`src/rtl/fetch_pkg.sv`:
```
// rtl/fetch_pkg.sv - shared widths, constants and queue entry type for the fetch stage
package fetch_pkg;

    localparam int WORD_W      = 32;
    localparam int INSTR_BYTES = 4;

    localparam logic [WORD_W-1:0] NOP_INSTR  = 32'h00000000;
    localparam logic [WORD_W-1:0] ALIGN_MASK = 32'hFFFFFFFC;

    typedef struct packed {
        logic [WORD_W-1:0] instr;
        logic [WORD_W-1:0] pc_plus4;
    } fetch_entry_t;

    function automatic logic [WORD_W-1:0] next_word_addr(input logic [WORD_W-1:0] addr);
        return addr + WORD_W'(INSTR_BYTES);
    endfunction

endpackage

```
`src/rtl/fetch_queue.sv`:
```
// rtl/fetch_queue.sv - prefetch FIFO holding instruction + PC+4; flush beats push and pop
module fetch_queue
    import fetch_pkg::*;
#(
    parameter int DEPTH = 4
) (
    input  logic                   clk,
    input  logic                   rst,
    input  logic                   flush,
    input  logic                   push,
    input  fetch_entry_t           push_data,
    input  logic                   pop,
    output fetch_entry_t           head,
    output logic [$clog2(DEPTH):0] count
);

    localparam int PTR_W = $clog2(DEPTH);

    fetch_entry_t     mem_q [DEPTH];
    fetch_entry_t     mem_d [DEPTH];
    logic [PTR_W-1:0] rd_ptr_q, rd_ptr_d;
    logic [PTR_W-1:0] wr_ptr_q, wr_ptr_d;
    logic [PTR_W:0]   count_q, count_d;
    logic             do_push;
    logic             do_pop;

    always_comb begin
        do_push  = push && !flush;
        do_pop   = pop && !flush && (count_q != '0);
        mem_d    = mem_q;
        rd_ptr_d = rd_ptr_q;
        wr_ptr_d = wr_ptr_q;
        count_d  = count_q;
        if (flush) begin
            rd_ptr_d = '0;
            wr_ptr_d = '0;
            count_d  = '0;
        end else begin
            if (do_push) begin
                mem_d[wr_ptr_q] = push_data;
                wr_ptr_d        = wr_ptr_q + PTR_W'(1);
            end
            if (do_pop) begin
                rd_ptr_d = rd_ptr_q + PTR_W'(1);
            end
            case ({do_push, do_pop})
                2'b10:   count_d = count_q + (PTR_W + 1)'(1);
                2'b01:   count_d = count_q - (PTR_W + 1)'(1);
                default: count_d = count_q;
            endcase
        end
    end

    always_ff @(posedge clk) begin
        if (rst) begin
            rd_ptr_q <= '0;
            wr_ptr_q <= '0;
            count_q  <= '0;
        end else begin
            rd_ptr_q <= rd_ptr_d;
            wr_ptr_q <= wr_ptr_d;
            count_q  <= count_d;
        end
    end

    // Storage needs no reset: the head is masked to NOP whenever the queue is empty.
    always_ff @(posedge clk) begin
        mem_q <= mem_d;
    end

    always_comb begin
        if (count_q == '0) begin
            head = '{instr: NOP_INSTR, pc_plus4: NOP_INSTR};
        end else begin
            head = mem_q[rd_ptr_q];
        end
    end

    assign count = count_q;

endmodule

```
`src/rtl/fetch_prefetch_unit.sv`:
```
// rtl/fetch_prefetch_unit.sv - fetch stage: PC, imem issue with kill on redirect, prefetch queue to decode
module fetch_prefetch_unit
    import fetch_pkg::*;
#(
    parameter logic [31:0] RESET_PC = 32'h00000000,
    parameter int          QDEPTH   = 4
) (
    input  logic                    Clk,
    input  logic                    Rst,
    output logic [31:0]             ImemRdAddr,
    output logic                    ImemRdEn,
    input  logic [31:0]             ImemRdData,
    input  logic                    RedirectValid,
    input  logic [31:0]             RedirectPC,
    output logic                    InstrValid,
    input  logic                    InstrReady,
    output logic [31:0]             Instruction,
    output logic [31:0]             PCPlus4,
    output logic [$clog2(QDEPTH):0] Occupancy
);

    localparam int CNT_W = $clog2(QDEPTH) + 1;

    logic [WORD_W-1:0] pc_q, pc_d;
    logic              inflight_q, inflight_d;
    logic [WORD_W-1:0] inflight_addr_q, inflight_addr_d;

    logic [CNT_W-1:0]  count;
    logic [CNT_W:0]    demand;
    logic              issue;
    logic              push;
    logic              pop;
    fetch_entry_t      push_data;
    fetch_entry_t      head;

    // Counting the outstanding request against capacity guarantees its return always has a slot.
    always_comb begin
        demand    = {1'b0, count} + (CNT_W + 1)'(inflight_q);
        issue     = !Rst && !RedirectValid && (demand < (CNT_W + 1)'(QDEPTH));
        push      = inflight_q && !RedirectValid && !Rst;
        push_data = '{instr: ImemRdData, pc_plus4: next_word_addr(inflight_addr_q)};

        pc_d            = pc_q;
        inflight_d      = issue;
        inflight_addr_d = inflight_addr_q;
        if (RedirectValid) begin
            pc_d = RedirectPC & ALIGN_MASK;
        end else if (issue) begin
            pc_d = next_word_addr(pc_q);
        end
        if (issue) begin
            inflight_addr_d = pc_q;
        end
    end

    always_ff @(posedge Clk) begin
        if (Rst) begin
            pc_q            <= RESET_PC & ALIGN_MASK;
            inflight_q      <= 1'b0;
            inflight_addr_q <= '0;
        end else begin
            pc_q            <= pc_d;
            inflight_q      <= inflight_d;
            inflight_addr_q <= inflight_addr_d;
        end
    end

    // The head is hidden during a redirect so decode never completes a handshake on a flushed entry.
    always_comb begin
        InstrValid = (count != '0) && !RedirectValid;
        pop        = InstrValid && InstrReady;
    end

    fetch_queue #(
        .DEPTH(QDEPTH)
    ) u_queue (
        .clk      (Clk),
        .rst      (Rst),
        .flush    (RedirectValid),
        .push     (push),
        .push_data(push_data),
        .pop      (pop),
        .head     (head),
        .count    (count)
    );

    assign ImemRdAddr  = pc_q;
    assign ImemRdEn    = issue;
    assign Instruction = head.instr;
    assign PCPlus4     = head.pc_plus4;
    assign Occupancy   = count;

endmodule

```
`config.mk`:
```
export PLATFORM = sky130hd
export DESIGN_NAME = fetch_prefetch_unit
export DESIGN_NICKNAME = d
export VERILOG_FILES = /design/src/rtl/fetch_pkg.sv /design/src/rtl/fetch_queue.sv /design/src/rtl/fetch_prefetch_unit.sv
export SDC_FILE = /design/constraint.sdc
export NUM_CORES = 1
export LEC_CHECK = 0
export ABC_AREA = 1
export CORE_MARGIN = 2
export CORE_UTILIZATION = 50
export CTS_BUF_LIST = sky130_fd_sc_hd__clkbuf_4 sky130_fd_sc_hd__clkbuf_8
export DETAILED_ROUTE_END_ITERATION = 8
export GPL_TIMING_DRIVEN = 0
export MAX_ROUTING_LAYER = met4
export PLACE_DENSITY = 0.73
export SKIP_LAST_GASP = 1
export SLEW_MARGIN = 25
export SYNTH_ARGS = -nofsm -noshare
export SYNTH_HDL_FRONTEND = slang
export SYNTH_HIERARCHICAL = 1
export SYNTH_SLANG_ARGS = --single-unit
```
`constraint.sdc`:
```
create_clock -name Clk -period 5.5 [get_ports Clk]
set_input_delay 0.825 -clock Clk [delete_from_list [all_inputs] [get_ports Clk]]
set_output_delay 0.825 -clock Clk [all_outputs]
set_load 0.02 [all_outputs]
```
==> metrics.yaml <==
outcome:
  outcome: "completed"
floorplanning:
  dieArea_um2: 30100
  core.rowCount: 62
  die_w_um: 173
  core_um2: 28500
  start_util_pct: 50.4
  die_y_um: 173
  num_io_pins: 169
grt:
  grt_pass1_wl_mm: 58.1
  grt_overflow: 0
  grt_max_degree: 24
  grt_pass1_vias: 10979
  antenna_found_initial: 0
  grtUsageTotal_pct: 25.3
yosys:
  synth_seq_cells: 324
  synth_cell_types: 39
  yosysSeqAreaShare_pct: 63.0
  yosysWarnings: 6
  syn_avg_cell_area_um2: 9.87
  syn_inst: 1455
  synth.area.top_cells: "edfxtp_1, dfxtp_1, nor2_1"
  synth_top_cell_by_area: "edfxtp_1"
  yosysTopAreaCellShare_pct: 53.6
  netlist_area_um2: 14400
timing:
  setup_violations: 0
  whs_ps: 512
  period_share_pct: 68.1
  rsz0062_at_grt: "false"
  tightestPinTransition_ps: 739
  fmax_ghz: 0.267
  maxSlewHeadroom_pct: 50.8
  drv_slew: 0
  hold_violations: 0
  totalNegativeSetupSlack_ps: 0
  period_needed_ps: 3740
  skew_ps: 27.7
power_and_ir_drop:
  clkPwrFrac_pct: 39.7
  ir_drop_mv: 0.154
  totalPowerFinal_mw: 4.98
  p_int_mw: 3.86
  power.density_nw_per_um2: 280
  power_switching_mw: 1.12
  p_leak_nw: 6.41
  comb_power_share_pct: 5.6
  p_seq_share_pct: 54.6
  switching_share_pct: 22.5
job:
  drv_cap: 0
clock_tree:
  clk_pin_slew_ps: 60
  clock-sinks: 324
  post_cts_buffers: 0
  cts.path.max_buffers: 3
  htreeDepth: 2
  numCtsBuffers: 50
  hold_buffers: 0
  cts-root-buf: "clkbuf_8"
  cts_resized: 0
  cts_tree: "done"
  clock_latency_ps: 580
drt:
  dr.pass1.iters: 5
  antenna_left: 0
  via_per_inst: 5.30
  wl_mm: 37.3
  num_vias: 11229
  drc: 0
  wl_per_cell_um: 17.6
  drt_iter0_drc: 954
critical_path:
  cp-end-kind: "output pin"
  worst_setup_path_start_kind: "primary input"
  worstSetupPathType: "in2out"
  cp.required_ps: 4680
  arrival_ps: 2920
  cp_max_fo: 10
place:
  place_congestion: 0.942
  hpwl_mm: 25.9
  placement.io_buffers: 164
final_layout:
  mostFrequentLayoutCell: "nor2_1"
  area_delta_synth_final_pct: 24.1
  layout.nets: 1768
  drive_above_1_share_pct: 10.1
  most-common-layout-cells: "nor2_1, edfxtp_1, clkdlybuf4s50_1"
  n_antenna_cell: 0
  final_util_pct: 62.6
  fillers: 2342
worst_hold_path:
  min_path_type: "reg2reg"
area by class of cell:
| class | instances | area [um2] | share of cell area (%) |
|---|---|---|---|
| Inverter | 109 | 409 | 2.30 |
| Timing Repair Buffer | 176 | 1920 | 10.8 |
| Tap cell | 384 | 480 | 2.70 |
| Sequential cell | 324 | 9050 | 50.8 |
| Clock inverter | 29 | 189 | 1.06 |
| Buffer | 72 | 359 | 2.02 |
| Clock buffer | 64 | 806 | 4.52 |
| Multi-Input combinational cell | 959 | 4600 | 25.8 |
cell families after synthesis:
family | Yosys count | share of synthesized area, %
compound gates | 296 | 10.7
xor+xnor | 34 | 2.07
fa+ha+maj | 8 | 0.750
buf+inv | 181 | 5.35
flops | 324 | 63.0
other cells | 1 | 0.0261
simple gates | 611 | 18.1
flip-flops by register name, indices dropped and copies added (netlist names):
name              flops
u_queue/rd_ptr_q      2
u_queue/count         3
ImemRdAddr           30
u_queue/wr_ptr_q      2
inflight_q            1
inflight_addr_q      30
u_queue/mem_q       256
critical path: stages:
cell	delay, ps
clkdlybuf4s50_1	580
nor2_2	200
nand3_2	150
inv_2	170
buf_2	310
clkdlybuf4s50_1	670
path summary, 6_finish.rpt:
kind / start / end / slack (ps) / depth (start not counted)
setup / recovery: RedirectValid / ImemRdEn / 1760 / 6
hold / removal: inflight_addr_q[30]$_SDFFE_PP0P_ / inflight_addr_q[30]$_SDFFE_PP0P_ / 510 / 2
setup reg to reg: u_queue/count[2]$_SDFFE_PP0P_ / u_queue/count[2]$_SDFFE_PP0P_ / 3170 / 16
hold reg to reg: inflight_addr_q[30]$_SDFFE_PP0P_ / inflight_addr_q[30]$_SDFFE_PP0P_ / 510 / 2
power by group through the flow:
stage          clock [mW]  sequential, mW  combinational, mW
3_5_place_dp            0            2.77              0.277
6_report             1.98            2.72              0.280
4_1_cts              2.01            2.72              0.279
2_1_floorplan           0            2.78              0.122
3_3_place_gp            0            2.77              0.269
5_1_grt              2.12            2.72              0.306
stage by stage:
step | cells | worst slack, ps | instance area (um2)
6_report | 2117 | 1760 | 17800
2_1_floorplan | 1464 | 836 | 14400
3_5_place_dp | 2024 | 1760 | 16800
4_1_cts | 2117 | 1770 | 17800
5_1_grt | 2117 | 1650 | 17800
3_3_place_gp | 2012 | -1920 | 16500
synth_stat cells (all sizes together):
cell type,n
nor2,352
edfxtp,256
nand2,169
o21ai,168
inv,109
a21oi,105
dfxtp,68
nand3,51
buf,38
clkbuf,34
xor2,31
nor3,18
nand4,14
a211oi,9
ha,7
a31oi,5
a22oi,4
nand3b,4
xnor2,3
o221ai,2
and2,1
and3b,1
conb,1
fa,1
nor4,1
o211ai,1
o21a,1
o21bai,1
layer usage:
| layer | vias up | wire, um | track usage [%] |
|---|---|---|---|
| li1 | 5409 | - | - |
| met1 | 5250 | 15700 | 31.9 |
| met2 | 501 | 18100 | 42.3 |
| met3 | 69 | 2490 | 3.42 |
| met4 | 0 | 1050 | 8.69 |
| met5 | - | 0 | - |
No activity file was read; power rests on OpenSTA's default activity.
